### config.mk
export PLATFORM = sky130hd
export DESIGN_NAME = bldc_cmd_bridge
export DESIGN_NICKNAME = d
export VERILOG_FILES = /design/src/rtl/bldc_pkg.sv /design/src/rtl/bldc_frame_timer.sv /design/src/rtl/bldc_cmd_bridge.sv
export SDC_FILE = /design/constraint.sdc
export NUM_CORES = 1
export LEC_CHECK = 0
export CAP_MARGIN = 0
export CELL_PAD_IN_SITES_DETAIL_PLACEMENT = 1
export CELL_PAD_IN_SITES_GLOBAL_PLACEMENT = 1
export CORE_ASPECT_RATIO = 0.7
export CORE_UTILIZATION = 40
export CTS_BUF_LIST = sky130_fd_sc_hd__clkbuf_8
export CTS_CLUSTER_DIAMETER = 200
export DETAILED_ROUTE_END_ITERATION = 10
export PLACE_DENSITY_LB_ADDON = 0.1
export RECOVER_POWER = 25
export SYNTH_ARGS = -nofsm -noshare
export SYNTH_HDL_FRONTEND = slang
export SYNTH_HIERARCHICAL = 1
export SYNTH_SLANG_ARGS = --single-unit
### constraint.sdc
create_clock -name clk -period 3.9 [get_ports clk]
set_clock_uncertainty 0.2 [all_clocks]
set_input_delay 0.78 -clock clk [delete_from_list [all_inputs] [get_ports clk]]
set_output_delay 0.78 -clock clk [all_outputs]
set_load 0.005 [all_outputs]
### src/rtl/bldc_pkg.sv
// rtl/bldc_pkg.sv - shared codes and state encoding for the BLDC command bridge
package bldc_pkg;

  localparam logic [7:0] CMD_WR  = 8'h57;
  localparam logic [7:0] CMD_RD  = 8'h52;
  localparam logic [7:0] RSP_ACK = 8'h4B;
  localparam logic [7:0] RSP_ERR = 8'h45;

  localparam logic REG_CTRL = 1'b0;
  localparam logic REG_STAT = 1'b1;

  typedef enum logic [2:0] {
    ST_IDLE,
    ST_GET_ADDR,
    ST_GET_DATA,
    ST_BUS_WR,
    ST_BUS_RD,
    ST_RD_WAIT,
    ST_SEND
  } state_t;

  function automatic logic is_cmd(input logic [7:0] b);
    return (b == CMD_WR) || (b == CMD_RD);
  endfunction

endpackage

### src/rtl/bldc_frame_timer.sv
// rtl/bldc_frame_timer.sv - reloadable inter-byte timeout counter
module bldc_frame_timer #(
  parameter int TIMEOUT = 5000
) (
  input  logic clk,
  input  logic rst,
  input  logic clear,
  input  logic run,
  output logic expired
);

  localparam int CW = (TIMEOUT > 1) ? $clog2(TIMEOUT + 1) : 1;

  logic [CW-1:0] cnt;

  assign expired = run && (32'(cnt) == TIMEOUT);

  // Count idle cycles while a frame is open; restart on every byte or expiry.
  always_ff @(posedge clk) begin
    if (!rst) begin
      cnt <= '0;
    end else if (clear || expired) begin
      cnt <= '0;
    end else if (run) begin
      cnt <= cnt + CW'(1);
    end
  end

endmodule

### src/rtl/bldc_cmd_bridge.sv
// rtl/bldc_cmd_bridge.sv - UART byte stream to bldc_registers bus initiator
module bldc_cmd_bridge
  import bldc_pkg::*;
#(
  parameter int TIMEOUT = 5000,
  parameter int RD_LAT  = 1
) (
  input  logic        clk,
  input  logic        rst,
  input  logic [7:0]  rx_data,
  input  logic        rx_valid,
  output logic [7:0]  tx_data,
  output logic        tx_valid,
  input  logic        tx_ready,
  output logic        write,
  output logic        read,
  output logic        addr,
  output logic [31:0] data_in,
  input  logic [31:0] data_out,
  output logic        busy,
  output logic        overrun
);

  localparam int RW = (RD_LAT > 1) ? $clog2(RD_LAT) : 1;

  state_t        state, state_n;
  logic          cmd_wr;
  logic          addr_pend;
  logic [1:0]    byte_cnt;
  logic [23:0]   wr_shift;
  logic [31:0]   tx_shift;
  logic [1:0]    tx_left;
  logic [RW-1:0] rd_cnt;
  logic          timer_run, expired;
  logic          idle_like, bad_addr, rd_done, drop;

  assign timer_run = (state == ST_GET_ADDR) || (state == ST_GET_DATA);
  // An expired frame behaves like IDLE so a byte on the expiry edge opens a new frame.
  assign idle_like = (state == ST_IDLE) || expired;
  assign bad_addr  = rx_data > {7'd0, REG_STAT};
  assign rd_done   = (32'(rd_cnt) == RD_LAT - 1);
  assign drop      = rx_valid && ((state == ST_BUS_WR) || (state == ST_BUS_RD) ||
                                  (state == ST_RD_WAIT) || (state == ST_SEND));

  bldc_frame_timer #(.TIMEOUT(TIMEOUT)) u_timer (
    .clk     (clk),
    .rst     (rst),
    .clear   (rx_valid || !timer_run),
    .run     (timer_run),
    .expired (expired)
  );

  // State register.
  always_ff @(posedge clk) begin
    if (!rst) state <= ST_IDLE;
    else      state <= state_n;
  end

  // Next-state decode and state-derived outputs.
  always_comb begin
    state_n  = state;
    write    = 1'b0;
    read     = 1'b0;
    tx_valid = 1'b0;
    tx_data  = 8'h00;
    busy     = (state != ST_IDLE);
    if (idle_like) begin
      state_n = ST_IDLE;
      if (rx_valid) state_n = is_cmd(rx_data) ? ST_GET_ADDR : ST_SEND;
    end else begin
      case (state)
        ST_GET_ADDR: if (rx_valid) state_n = bad_addr ? ST_SEND : (cmd_wr ? ST_GET_DATA : ST_BUS_RD);
        ST_GET_DATA: if (rx_valid && byte_cnt == 2'd3) state_n = ST_BUS_WR;
        ST_BUS_WR: begin
          write   = 1'b1;
          state_n = ST_SEND;
        end
        ST_BUS_RD: begin
          read    = 1'b1;
          state_n = ST_RD_WAIT;
        end
        ST_RD_WAIT: if (rd_done) state_n = ST_SEND;
        ST_SEND: begin
          tx_valid = 1'b1;
          tx_data  = tx_shift[31:24];
          if (tx_ready && tx_left == 2'd0) state_n = ST_IDLE;
        end
        default: state_n = ST_IDLE;
      endcase
    end
  end

  // Frame datapath: address/data capture, bus registers and response shifter.
  always_ff @(posedge clk) begin
    if (!rst) begin
      cmd_wr    <= 1'b0;
      addr_pend <= REG_CTRL;
      addr      <= REG_CTRL;
      byte_cnt  <= 2'd0;
      wr_shift  <= 24'h0;
      data_in   <= 32'h0;
      tx_shift  <= 32'h0;
      tx_left   <= 2'd0;
      rd_cnt    <= '0;
      overrun   <= 1'b0;
    end else begin
      if (drop) overrun <= 1'b1;
      if (idle_like) begin
        if (rx_valid) begin
          cmd_wr <= (rx_data == CMD_WR);
          if (!is_cmd(rx_data)) begin
            tx_shift <= {RSP_ERR, 24'h0};
            tx_left  <= 2'd0;
          end
        end
      end else begin
        case (state)
          ST_GET_ADDR: if (rx_valid) begin
            addr_pend <= rx_data[0];
            byte_cnt  <= 2'd0;
            if (bad_addr) begin
              tx_shift <= {RSP_ERR, 24'h0};
              tx_left  <= 2'd0;
            end else if (!cmd_wr) begin
              addr <= rx_data[0];
            end
          end
          ST_GET_DATA: if (rx_valid) begin
            wr_shift <= {wr_shift[15:0], rx_data};
            byte_cnt <= byte_cnt + 2'd1;
            if (byte_cnt == 2'd3) begin
              data_in <= {wr_shift, rx_data};
              addr    <= addr_pend;
            end
          end
          ST_BUS_WR: begin
            tx_shift <= {RSP_ACK, 24'h0};
            tx_left  <= 2'd0;
          end
          ST_BUS_RD: rd_cnt <= '0;
          ST_RD_WAIT: begin
            rd_cnt <= rd_cnt + RW'(1);
            if (rd_done) begin
              tx_shift <= data_out;
              tx_left  <= 2'd3;
            end
          end
          ST_SEND: if (tx_ready) begin
            tx_shift <= {tx_shift[23:0], 8'h00};
            tx_left  <= tx_left - 2'd1;
          end
          default: ;
        endcase
      end
    end
  end

endmodule

* Word level (Yosys, flattened, before mapping)
Index checks and enable logic that the tools add are counted.
** Cells by class
- $add $sub $neg :: 4
- Magnitude comparators :: 1
- Eq/ne operators :: 23
- Multiplexer cells :: 44
- Bitwise logic cells :: 2
- Reduce and logical (&&, ||, !) cells :: 29
** Operators with widths (count)
- 32-bit 2-to-1 mux :: 7
- 32-bit one-hot mux with 4 select lines :: 1
- 3-bit 2-to-1 mux :: 9
- 2-bit 2-to-1 mux :: 9
- 3-bit one-hot mux with 6 select lines :: 1
- 8-bit by 7-bit == test with 1-bit output (second input constant) :: 2
- 8-bit 2-to-1 mux :: 2
- 7-bit AND reduction :: 2
- 13-bit by 1-bit adder with 13-bit output (second input constant) :: 1
- 13-bit == test (second input constant) :: 1
- 2-bit != test (second input constant) :: 6
- 3-bit != test (second input constant) :: 4
- 4-bit AND reduction :: 3
- 1-bit 2-to-1 mux :: 11
- 3-bit == test (second input constant) :: 3
- 8-bit by 1-bit greater-than comparator with 1-bit output (second input constant) :: 1
- 1-bit logical OR :: 8
- 2-bit one-hot mux with 4 select lines :: 1
- 3-bit by 2-bit == test with 1-bit output (second input constant) :: 2
- 3-bit by 2-bit != test with 1-bit output (second input constant) :: 2
- 3-bit AND reduction :: 2
- 5-bit nonzero test :: 1
- 1-bit logical AND :: 4
- 1-bit one-hot mux with 2 select lines :: 2
- other kinds (15) :: 18
** Storage, ports and cells
- Bits in registers :: 113
- Output and inout bits :: 46
- Word-level logic and storage cells :: 115

* Logic depth before layout (Yosys ltp)
- Depth after elaboration :: 6
- Depth in mapped cells :: 14
- Mapped depth without buffers :: 10

* Hierarchy
Netlist, hierarchy kept.
** Modules (own cells, without submodules)
- bldc_cmd_bridge :: instances 1, cells an instance 562, area each 4418.0 µm², seq. area each 2001.9 µm²
- bldc_frame_timer :: instances 1, cells an instance 74, area each 685.7 µm², seq. area each 260.2 µm²

* Least setup slack after synthesis
OpenSTA, ideal clock, no wires.
- Path kind :: register -> output
- From :: register state[0]
- To :: output port tx_data[1]
- Arrival time :: 2.599 ns
- Required time :: 2.920 ns
- Setup slack :: 0.321 ns
- Stages on the path, launching flop included :: 12
- Cells stage by stage :: dfxtp_1 -> buf_2 -> nand2b_1 -> clkbuf_1 -> a21oi_1 -> buf_2 -> nand3_1 -> nor4_1 -> clkbuf_1 -> nor2_1 -> clkbuf_1 -> and3_1
** On the way
- Cells in the longest elaborated chain, start to end :: 5
- Elaborated cells on any way between the ends :: 9
** RTL lines
- start, declared :: RTL line bldc_cmd_bridge.sv:26 : state_t state, state_n;
- start signal, assigned :: RTL line bldc_cmd_bridge.sv:56 : else state <= state_n;
- 3-bit by 1-bit == test with 1-bit output or 3-bit by 2-bit == test with 1-bit output (tied branches) :: RTL line bldc_cmd_bridge.sv:37 : assign timer_run = (state == ST_GET_ADDR) || (state == ST_GET_DATA);
- 1-bit logical OR * :: RTL line bldc_cmd_bridge.sv:37
- net timer_run :: RTL line bldc_cmd_bridge.sv:34 : logic timer_run, expired;
- 1-bit logical AND * :: RTL line bldc_frame_timer.sv:16 : assign expired = run && (32'(cnt) == TIMEOUT);
- net expired :: RTL line bldc_cmd_bridge.sv:34
- 1-bit logical OR * :: RTL line bldc_cmd_bridge.sv:39 : assign idle_like = (state == ST_IDLE) || expired;
- 8-bit 2-to-1 mux * :: RTL line bldc_cmd_bridge.sv:67 : if (idle_like) begin
- end, declared :: RTL line bldc_cmd_bridge.sv:12 : output logic [7:0] tx_data,
The timed path passes the listed nets; every way through them passes the cells marked *.

* Worst setup path after layout
- From :: register u_timer.cnt[0]
- To :: output port read
** On the way
- Cells in the longest elaborated chain, start to end :: 4
** RTL lines
- start, declared :: RTL line bldc_frame_timer.sv:14 : logic [CW-1:0] cnt;
- start signal, assigned :: RTL line bldc_frame_timer.sv:25 : cnt <= cnt + CW'(1);
- 13-bit == test :: RTL line bldc_frame_timer.sv:16
- 1-bit logical AND :: RTL line bldc_frame_timer.sv:16
- net expired :: RTL line bldc_cmd_bridge.sv:34
- 1-bit logical OR :: RTL line bldc_cmd_bridge.sv:39
- 1-bit 2-to-1 mux :: RTL line bldc_cmd_bridge.sv:67
- end, declared :: RTL line bldc_cmd_bridge.sv:16 : output logic read,
The timed path passes the listed nets, and every way through them passes these cells.

==> run metrics <==
run status=finished with violations; failing checks=max-capacitance violations, max-slew violations; Multi-input gate area=2562 um2; CTS H-tree lvls=4; Setup WS pre-CTS=0.4590 ns; routability cong.=0.8224; logic gate share of total power=0.297; sequential area share after synthesis=0.4432; HP Start=tx_shift[15]$_SDFFE_PN0P_; Setup WS post-layout=0.2260 ns; Synth Cell Area=5104 um2; placed insts=854; Final Hold Vio Count=0; Least-Margin Pin Slew=2.046 ns; Final setup viols=0; clk_lat worst skew=0.44 ns; fin nets=759; Clock Tree Buf Depth=2; Syn Nets=684; Critical Path RT=2.92 ns; commonest non-fill, non-tap cells in the layout=154 x nand2_1, 113 x dfxtp_1, 67 x a21oi_1; worst r2r dst=tx_shift[2]$_SDFFE_PN0P_; prevailing post-synth register cell=dfxtp_1; most common cell after layout, fill and taps aside=nand2_1; vias in the first global route=4730; Final period util=0.9420; FF+latch count, synth=113; Reg2Reg Setup Slack=0.59 ns; Core ar.=12420 um2; vias per std cell=5.464; slew margin rel.=-0.3817; max-cap violations=2; P_int=2.310 mW; number of synthesized flops with an enable pin=0; WL per Instance=16.98 um; Synth Area in Adders=0.009806; Slew Viols, Final=56; worst ir drop on vdd=0.2844 mV; Synth Area in Simple Gates=0.2616; Synth Area in XOR/XNOR=0.02574; first-pass GRT wire length=24050 um; root buffer cell=clkbuf_8; total power=3.568 mW; TritonCTS clock tree=built; antenna violations before repair=0; hold endpoint=tx_shift[15]$_SDFFE_PN0P_; Ys Warns=6; Crit. End Element=output port; Syn Inst Count=636; IO Port Bufs=89; largest net degree at the start of global routing=42; # fillers=1480; DPL Wire Length=10250 um; worst hold path cell count=2; CP startpoint kind=register; Initial Util=0.4109; Critical Path AT=2.69 ns; M1 GR Usage=0.3192; Post-CTS Setup Bufs=0; Period minus WS final=3.674 ns; Routed Wire Length=15050 um; unrepaired setup endpoints after global routing=no; Switching Fraction=0.3527; clock network power share=0.349; gr ovfl total=0; Layout Cells excl Fill=886; post-synth cell types=58; Sequential Area=2262 um2; Mean Syn Cell Area=8.025 um2; GR Util All Layers=0.2367; area grow syn2layout=28.27%; Synth Area in Compound Gates=0.1978; drt pass-1 iters=4; DR iter-0 viols=196; critical path type=register to output port; ys async rst share=0; largest family of logic cells by synthesized area=simple AND/OR/NAND/NOR gates; post-synthesis mux area share=0.005884; clock sinks=113; Die Area=13220 um2; Setup TNS=0 ns; gr busiest metal=met2; met2 usage=0.3733; # rows=34; R2R cell count=11; maximum fanout along the worst path=13; Ports=90; Leakage=2.277 nW; die height=96.51 um; Num CTS Buffers=17; layout cells sized above 1=0.08840; upper clock frequency limit=272.2 MHz; Flop pwr share=0.354; Tightest Hold Check Type=register to register; DRC viols=0; Die X=137.0 um; net switching power=1.258 mW; FF-to-FF Start=u_timer/cnt[0]$_SDFFE_PP0P_; Global Route met3 Usage=0.06208; via count=4841; DRT antenna net count=0; clock-pin slew on the worst setup and hold paths=0.07 ns; antenna diode count=0; Power Density=545.1 nW/um2
## cells in the mapped netlist (2+ instances only)
| master | count | area share |
|---|---|---|
| dfxtp_1 | 113 | 0.44 |
| o21ai_0 | 9 | 0.0088 |
| a211oi_1 | 5 | 0.0074 |
| xor2_1 | 6 | 0.010 |
| and3_1 | 11 | 0.013 |
| buf_2 | 9 | 0.0088 |
| clkbuf_1 | 36 | 0.026 |
| buf_1 | 2 | 0.0015 |
| a21o_1 | 3 | 0.0044 |
| o22ai_1 | 2 | 0.0025 |
| buf_6 | 5 | 0.011 |
| nor3_1 | 10 | 0.0098 |
| or3_1 | 2 | 0.0025 |
| nor2_2 | 2 | 0.0025 |
| a21oi_1 | 67 | 0.066 |
| nand3_1 | 6 | 0.0059 |
| xnor2_1 | 9 | 0.015 |
| o21a_1 | 2 | 0.0029 |
| and2_1 | 3 | 0.0037 |
| o21ai_1 | 30 | 0.029 |
| inv_1 | 10 | 0.0074 |
| nand2b_1 | 6 | 0.0074 |
| nand2_1 | 154 | 0.11 |
| nand4_1 | 37 | 0.045 |
| nor4_1 | 2 | 0.0025 |
| mux2i_1 | 3 | 0.0059 |
| a311oi_2 | 2 | 0.0059 |
| nor2_1 | 31 | 0.023 |
| ha_1 | 4 | 0.0098 |
| nor2b_1 | 5 | 0.0061 |
| a22o_1 | 22 | 0.038 |
| or2_1 | 2 | 0.0025 |
## power groups by stage
stage	combinational (mW)	clock, mW	sequential (mW)
4_1_cts	1.06	1.27	1.26
5_1_grt	1.15	1.32	1.27
6_report	1.06	1.24	1.26
2_1_floorplan	0.769	0	1.27
3_5_place_dp	1.05	0	1.29
3_3_place_gp	1.02	0	1.28
## worst max-delay path by stage
stage,start,to,cells after the start
6_report,u_timer/cnt[0]$_SDFFE_PP0P_,read,10
5_1_grt,u_timer/cnt[0]$_SDFFE_PP0P_,read,10
4_1_cts,u_timer/cnt[0]$_SDFFE_PP0P_,tx_data[7],9
3_5_place_dp,rx_data[2],tx_shift[2]$_SDFFE_PN0P_,7
3_3_place_gp,rx_data[2],tx_shift[0]$_SDFFE_PN0P_,7
2_1_floorplan,state[0]$_SDFFE_PN0P_,tx_data[1],11
## metal layers
metal / up-vias / share of wire
met1: 2356 / 0.48
met2: 107 / 0.46
met3: 12 / 0.054
met5: - / 0
li1: 2366 / -
met4: 0 / 0.0074
## kinds of logic after synthesis
logic type,count (synthesis)
AND/OR/NAND/NOR,283
AO/OA/AOI/OAI,155
flip-flops,113
buffers and inverters,63
XOR/XNOR,15
adder cells (fa/ha/maj),4
multiplexers,3
## repair_timing
item                                   4_1_cts  5_1_grt
hold buffers                                 0        0
setup endpoints to repair                    0        5
endpoints found under the hold margin        0        0
gates resized for setup                      0        2
## area by class of cell
| cell class | instances | area share |
|---|---|---|
| multi-input combinational | 460 | 0.3914 |
| sequential | 113 | 0.3456 |
| timing repair buffer | 108 | 0.1573 |
| clock buffer | 19 | 0.03995 |
| tap | 162 | 0.03096 |
| clock inverter | 13 | 0.02848 |
| inverter | 11 | 0.006307 |
## registers in the layout (all words and copies together) (netlist names)
name	flops
data_in	32
tx_shift	32
wr_shift	24
u_timer/cnt	13
state	3
byte_cnt	2
tx_left	2
addr	1
addr_pend	1
cmd_wr	1
overrun	1
rd_cnt	1
## stage by stage
stage	instance area, um2	util	hold WS (ns)
after floorplan	5104	-	0.2240
after global placement	6110	0.4918	0.2371
after detailed placement	6110	0.4918	0.2407
after CTS	6558	0.5279	0.2505
after global routing	6546	0.5270	0.2735
final	6546	0.5270	0.2491
## worst max-delay path: stages (launching register included)
cell,delay (ns)
dfxtp_1,0.45
inv_1,0.07
ha_1,0.19
and4bb_1,0.19
nand2_2,0.10
nor4_4,0.06
buf_4,0.20
inv_1,0.11
nand2_1,0.14
nor3_1,0.18
clkdlybuf4s50_1,0.55
(Power assumes the default switching activity.)
